`src/rtl/stopwatch_dp_if.sv`:
```
// Control and display bundle between the stopwatch control unit (master)
// and the stopwatch datapath (slave).
interface stopwatch_dp_if;
  logic       i_runstop;
  logic       i_clear;
  logic       i_lap;
  logic [6:0] o_msec;
  logic [5:0] o_sec;
  logic [5:0] o_min;
  logic [4:0] o_hour;
  logic       o_tick;
  logic       o_lap;

  modport master (
    output i_runstop, i_clear, i_lap,
    input  o_msec, o_sec, o_min, o_hour, o_tick, o_lap
  );

  modport slave (
    input  i_runstop, i_clear, i_lap,
    output o_msec, o_sec, o_min, o_hour, o_tick, o_lap
  );
endinterface

```
`src/rtl/stopwatch_dp.sv`:
```
// Stopwatch datapath: prescaler plus hh:mm:ss.hh counter cascade with registered display.
// Lap hold (display freeze while counting continues) is built only when STOPWATCH_LAP_EN is defined.
module stopwatch_dp #(
  parameter int CLK_FREQ = 100_000_000,
  parameter int TICK_HZ  = 100
) (
  input  logic           clk,
  input  logic           rst,
  stopwatch_dp_if.slave  sw
);

  localparam int DIV = CLK_FREQ / TICK_HZ;
  localparam int PW  = $clog2(DIV);
  localparam logic [PW-1:0] PRESC_MAX = PW'(DIV - 1);

  // Out-of-range digits collapse to zero on any tick, and never carry.
  function automatic logic [6:0] digit_next(input logic [6:0] cur, input logic [6:0] max_v,
                                            input logic inc);
    logic [6:0] res;
    if (cur > max_v) begin
      res = 7'd0;
    end else if (inc) begin
      res = (cur == max_v) ? 7'd0 : cur + 7'd1;
    end else begin
      res = cur;
    end
    return res;
  endfunction

  logic [PW-1:0] presc_r;
  logic [6:0]    msec_r;
  logic [5:0]    sec_r;
  logic [5:0]    min_r;
  logic [4:0]    hour_r;

  logic       run_s;
  logic       tick_s;
  logic       c_sec_s;
  logic       c_min_s;
  logic       c_hour_s;
  logic [6:0] msec_nx_s;
  logic [6:0] sec_nx_s;
  logic [6:0] min_nx_s;
  logic [6:0] hour_nx_s;
  logic       hold_s;

  // Tick detection and next-digit values for the cascade
  always_comb begin
    run_s     = sw.i_runstop & ~sw.i_clear;
    tick_s    = run_s & (presc_r == PRESC_MAX);
    c_sec_s   = tick_s & (msec_r == 7'd99);
    c_min_s   = c_sec_s & (sec_r == 6'd59);
    c_hour_s  = c_min_s & (min_r == 6'd59);
    msec_nx_s = digit_next(msec_r, 7'd99, 1'b1);
    sec_nx_s  = digit_next({1'b0, sec_r}, 7'd59, c_sec_s);
    min_nx_s  = digit_next({1'b0, min_r}, 7'd59, c_min_s);
    hour_nx_s = digit_next({2'b00, hour_r}, 7'd23, c_hour_s);
  end

  // Prescaler and live counters; a paused prescaler keeps its fractional period
  always_ff @(posedge clk or negedge rst) begin
    if (!rst) begin
      presc_r <= '0;
      msec_r  <= 7'd0;
      sec_r   <= 6'd0;
      min_r   <= 6'd0;
      hour_r  <= 5'd0;
    end else if (sw.i_clear) begin
      presc_r <= '0;
      msec_r  <= 7'd0;
      sec_r   <= 6'd0;
      min_r   <= 6'd0;
      hour_r  <= 5'd0;
    end else if (run_s) begin
      if (tick_s) begin
        presc_r <= '0;
        msec_r  <= msec_nx_s;
        sec_r   <= sec_nx_s[5:0];
        min_r   <= min_nx_s[5:0];
        hour_r  <= hour_nx_s[4:0];
      end else begin
        presc_r <= presc_r + PW'(1);
      end
    end
  end

`ifdef STOPWATCH_LAP_EN
  logic lap_r;

  // Next lap state: toggled by i_lap, dropped by clear
  always_comb begin
    hold_s = ~sw.i_clear & (lap_r ^ sw.i_lap);
  end

  // Lap hold flag
  always_ff @(posedge clk or negedge rst) begin
    if (!rst) begin
      lap_r <= 1'b0;
    end else begin
      lap_r <= hold_s;
    end
  end

  assign sw.o_lap = lap_r;
`else
  logic unused_lap_s;

  assign hold_s       = 1'b0;
  assign sw.o_lap     = 1'b0;
  assign unused_lap_s = sw.i_lap;
`endif

  // Registered display; frozen while the lap hold is active
  always_ff @(posedge clk or negedge rst) begin
    if (!rst) begin
      sw.o_tick <= 1'b0;
      sw.o_msec <= 7'd0;
      sw.o_sec  <= 6'd0;
      sw.o_min  <= 6'd0;
      sw.o_hour <= 5'd0;
    end else if (sw.i_clear) begin
      sw.o_tick <= 1'b0;
      sw.o_msec <= 7'd0;
      sw.o_sec  <= 6'd0;
      sw.o_min  <= 6'd0;
      sw.o_hour <= 5'd0;
    end else begin
      sw.o_tick <= tick_s;
      if (!hold_s) begin
        sw.o_msec <= msec_r;
        sw.o_sec  <= sec_r;
        sw.o_min  <= min_r;
        sw.o_hour <= hour_r;
      end
    end
  end

endmodule

```
`src/flat_wrapper.sv`:
```
// flat-port wrapper written by rule: the top's interface ports become plain ports
module stopwatch_dp_flat 
#(
  parameter int CLK_FREQ = 100_000_000,
  parameter int TICK_HZ  = 100
)
  (clk, rst, sw_i_runstop, sw_i_clear, sw_i_lap, sw_o_msec, sw_o_sec, sw_o_min, sw_o_hour, sw_o_tick, sw_o_lap);
  stopwatch_dp_if sw_i ();
  input  logic clk;
  input  logic rst;
  input wire logic [$bits(sw_i.i_runstop)-1:0] sw_i_runstop;
  input wire logic [$bits(sw_i.i_clear)-1:0] sw_i_clear;
  input wire logic [$bits(sw_i.i_lap)-1:0] sw_i_lap;
  output wire logic [$bits(sw_i.o_msec)-1:0] sw_o_msec;
  output wire logic [$bits(sw_i.o_sec)-1:0] sw_o_sec;
  output wire logic [$bits(sw_i.o_min)-1:0] sw_o_min;
  output wire logic [$bits(sw_i.o_hour)-1:0] sw_o_hour;
  output wire logic [$bits(sw_i.o_tick)-1:0] sw_o_tick;
  output wire logic [$bits(sw_i.o_lap)-1:0] sw_o_lap;
  assign sw_i.i_runstop = sw_i_runstop;
  assign sw_i.i_clear = sw_i_clear;
  assign sw_i.i_lap = sw_i_lap;
  assign sw_o_msec = sw_i.o_msec;
  assign sw_o_sec = sw_i.o_sec;
  assign sw_o_min = sw_i.o_min;
  assign sw_o_hour = sw_i.o_hour;
  assign sw_o_tick = sw_i.o_tick;
  assign sw_o_lap = sw_i.o_lap;
  stopwatch_dp #(.CLK_FREQ(CLK_FREQ), .TICK_HZ(TICK_HZ)) u_core (.clk(clk), .rst(rst), .sw(sw_i));
endmodule
```
`config.mk`:
```
export PLATFORM = sky130hd
export DESIGN_NAME = stopwatch_dp_flat
export DESIGN_NICKNAME = d
export VERILOG_FILES = /design/src/rtl/stopwatch_dp_if.sv /design/src/rtl/stopwatch_dp.sv /design/src/flat_wrapper.sv
export SDC_FILE = /design/constraint.sdc
export NUM_CORES = 1
export LEC_CHECK = 0
export CORE_UTILIZATION = 45
export CTS_BUF_LIST = sky130_fd_sc_hd__clkbuf_16
export DETAILED_ROUTE_END_ITERATION = 8
export GPL_ROUTABILITY_DRIVEN = 1
export PLACE_DENSITY = 0.66
export SYNTH_ARGS = -nofsm -noshare
export SYNTH_HDL_FRONTEND = slang
export SYNTH_SLANG_ARGS = --single-unit
```
`constraint.sdc`:
```
create_clock -name clk -period 1.7 [get_ports clk]
set_input_delay 0.425 -clock clk [delete_from_list [all_inputs] [get_ports clk]]
set_output_delay 0.425 -clock clk [all_outputs]
set_load 0.1 [all_outputs]
```
==> flow_summary_export.csv <==
group,metric,value,unit
status,outcome,"finished with violations",
status,violations,"setup timing",
sta,fin_crit_sh,114.0,%
sta,clock_skew,9.910,ps
worst_setup_path,critPathKind,"reg -> reg",
sta,worst_slack,-237.6,ps
synth,synth_seq_area_share,49.64,%
clocking,cts_tree,"yes",
clocking,cts_hold_buffers,0,
grt,grt_pass1_vias,3224,
pwr,p_switching,0.0009619,W
clocking,clkSinkCount,69,
grt,grt_pass1_wl,14.96,mm
synth,syn_area,3478,um^2
synth,yosys_warnings,0,
layout,mostFrequentLayoutCells,"78 x buf_4, 68 x dfrtp_1, 30 x nor2_1",
clocking,cts_buffers,9,
synth,synth-seq-cells,69,
worst_setup_path,cp_max_fo,4,
synth,synth_nets,361,
sta,hold_ws,92.20,ps
drt,num_vias,3275,
sta,relSlewSlack,66.00,%
sta,slew_viol_final,0,
worst_setup_path,r2r-end,"u_core.min_r[0]",
floorplanning,rows,31,
grt,antenna_found_initial,0,
drt,antenna_left,0,
floorplanning,core-area,7370,um^2
sta,max_clock_freq,516.1,MHz
pwr,comb_power_share,8.4,%
drt,drc,0,
floorplanning,dieArea,8086,um^2
worst_setup_path,worstPathRequired,1970,ps
pwr,vdd_ir_drop_max,0.0004947,V
layout,drive_gt1_share,42.71,%
floorplanning,start_util,47.20,%
synth,synthCells,351,
pwr,total_power,0.004025,W
worst_setup_path,arrival,2210,ps
clocking,cts_max_level,3,
grt,grt_use_total,23.25,%
layout,area_growth,56.44,%
sta,hold_violations,0,
pwr,p_leak,2.474,nW
floorplanning,die_h,89.92,um
layout,fin_cells,572,
drt,drt-vias-per-instance,5.726,
worst_setup_path,start_kind,"flop",
clocking,cts.path.max_buffers,2,
pwr,p_seq_share,42.0,%
sta,worst_slew_pin_slew,510.0,ps
pwr,powerDensity,739.6,nW/um^2
pwr,switching_share,23.90,%
worst_setup_path,r2r_cells,6,
drt,drt_iter0_drc,202,
layout,diodes,0,
sta,setup_tns,-2197,ps
worst_setup_path,r2r_start,"u_core.presc_r[12]",
floorplanning,ios,31,
synth,synthArstFlopShare,100.0,%
sta,period_needed,1938,ps
clocking,cts-root-buf,"clkbuf_16",
grt,gr-total-overflow,0,
worst_setup_path,end_kind,"flop",
placed_design,dp_hpwl,5.753,mm
job,max-cap-violations,0,
layout,mostFrequentLayoutCell,"buf_4",
synth,yosys_most_used_dff,"dfrtp_1",
layout,fin_nets,478,
clocking,cts.clk_slew.worst_paths,60,ps
drt,drt_wl_total,9.748,mm
sta,finalSetupViolCount,24,
placed_design,port_buffers,28,
placed_design,place.gp.congestion,0.8509,
pwr,power.internal,0.003063,W
sta,rsz0062_at_grt,"yes",
grt,grt_max_degree,70,
layout,final_core_util,73.84,%
synth,synth_cell_types,64,
min_path,hp-class,"in -> async",
clocking,clk_latency,330,ps
drt,wire_per_inst,17.04,um
synth,synth.area.top_cells,"dfrtp_1 50%, nor2b_1 4.3%, nor2_1 3.8%",
synth,synth_area_leader_cell,"dfrtp_1",
drt,dr.pass1.iters,5,
synth,synth_edf_count,0,
floorplanning,die_x,89.92,um
worst_setup_path,ff2ff_setup_slack,-240,ps
pwr,clockPowerShare,49.6,%
synth,netlist.area_leader.share,49.64,%
placed_design,dp_cells,543,
synth,syn_avg_cell_area,9.910,um^2
state kept, by name, summed over array words and instances (netlist names):
register and flops:
u_core.sw.o_msec 7, u_core.presc_r 20, u_core.min_r 6, u_core.msec_r 7, u_core.sw.o_hour 5, u_core.hour_r 5, u_core.sec_r 6, u_core.sw.o_min 6
u_core.sw.o_tick 1, u_core.sw.o_sec 6
power groups by stage:
stage          sequential [W]  clock, W  combinational, W
5_1_grt               0.00169   0.00208          0.000362
3_3_place_gp          0.00172         0          0.000299
2_1_floorplan         0.00177         0          0.000106
6_report              0.00169   0.00200          0.000340
4_1_cts               0.00169   0.00200          0.000321
3_5_place_dp          0.00172         0          0.000304
stage by stage:
stage               instance area, um^2  worst slack, ps
floorplan                          3492           -109.7
global placement                   4649           -481.9
detailed placement                 4649           -518.5
CTS                                5201           -271.8
global route                       5441           -356.0
finish                             5441           -237.6
worst max-delay path, cell delays in order, from the launching register on:
cell	delay [ps]
dfrtp_1	400
nor4_4	370
and4_4	330
buf_6	110
o211ai_1	170
nor4_1	360
a21o_1	140
cell type report:
class | count | area (um^2)
clock inverter | 7 | 91.34
sequential | 69 | 1728
inverter | 8 | 30.03
fill | 481 | 1928
timing repair buffer | 118 | 1252
clock buffer | 9 | 225.2
multi-input combinational | 262 | 1991
tap | 99 | 123.9
cell usage after synthesis, types with 3 or more instances:
cell type / count
nor2b_1: 24
a31oi_1: 6
nand2b_1: 4
a211oi_1: 4
and3_1: 9
and2_1: 3
nand3_1: 21
a41oi_1: 4
o21ai_0: 16
buf_6: 3
dfrtp_1: 69
nor2_1: 35
a21o_1: 4
nor4_1: 3
a21oi_1: 13
nor3_1: 9
inv_1: 8
nand2_1: 26
ha_1: 5
nand4_1: 10
xnor2_1: 4
clkbuf_1: 4
o211ai_1: 3
xor2_1: 9
worst max-delay path by stage:
stage                             from              end  slack (ps)  depth (start not counted)
floorplan           u_core.presc_r[15]  u_core.sec_r[4]        -110                          6
global placement          sw_i_runstop  u_core.sec_r[4]        -480                          6
detailed placement        sw_i_runstop  u_core.sec_r[4]        -520                          6
CTS                 u_core.presc_r[15]  u_core.sec_r[4]        -270                          5
global route        u_core.presc_r[12]  u_core.min_r[0]        -360                          6
finish              u_core.presc_r[12]  u_core.min_r[0]        -240                          6
timing repair:
item | 4_1_cts | 5_1_grt
resized for setup | 53 | 44
pin swaps | 14 | 33
buffers inserted | 8 | 8
endpoints found under the setup margin | 30 | 40
cell families (layout without fill, tap and decap cells):
logic type                 count (synthesis)  after routing  share of synthesized area [%]
other                                      1              1                         0.1078
DFF                                       69             69                          49.64
xor gates and xnor gates                  13             13                          3.273
and+or+nand+nor                          174            174                          28.34
AOI/OAI and AO/OA                         64             64                          12.09
buffers and inverters                     20            142                          3.093
muxes                                      5              5                          1.655
adders and majority gates                  5              5                          1.799
per-layer routing:
layer / track usage, % / up-vias / part of all wire [%]
met5: 0 / - / 0
met1: 28.31 / 1622 / 40
met3: 4.315 / 34 / 4.8
met4: 12.10 / 0 / 3.4
met2: 39.36 / 118 / 52
li1: - / 1501 / -
Power figures use the tool's default switching activity.
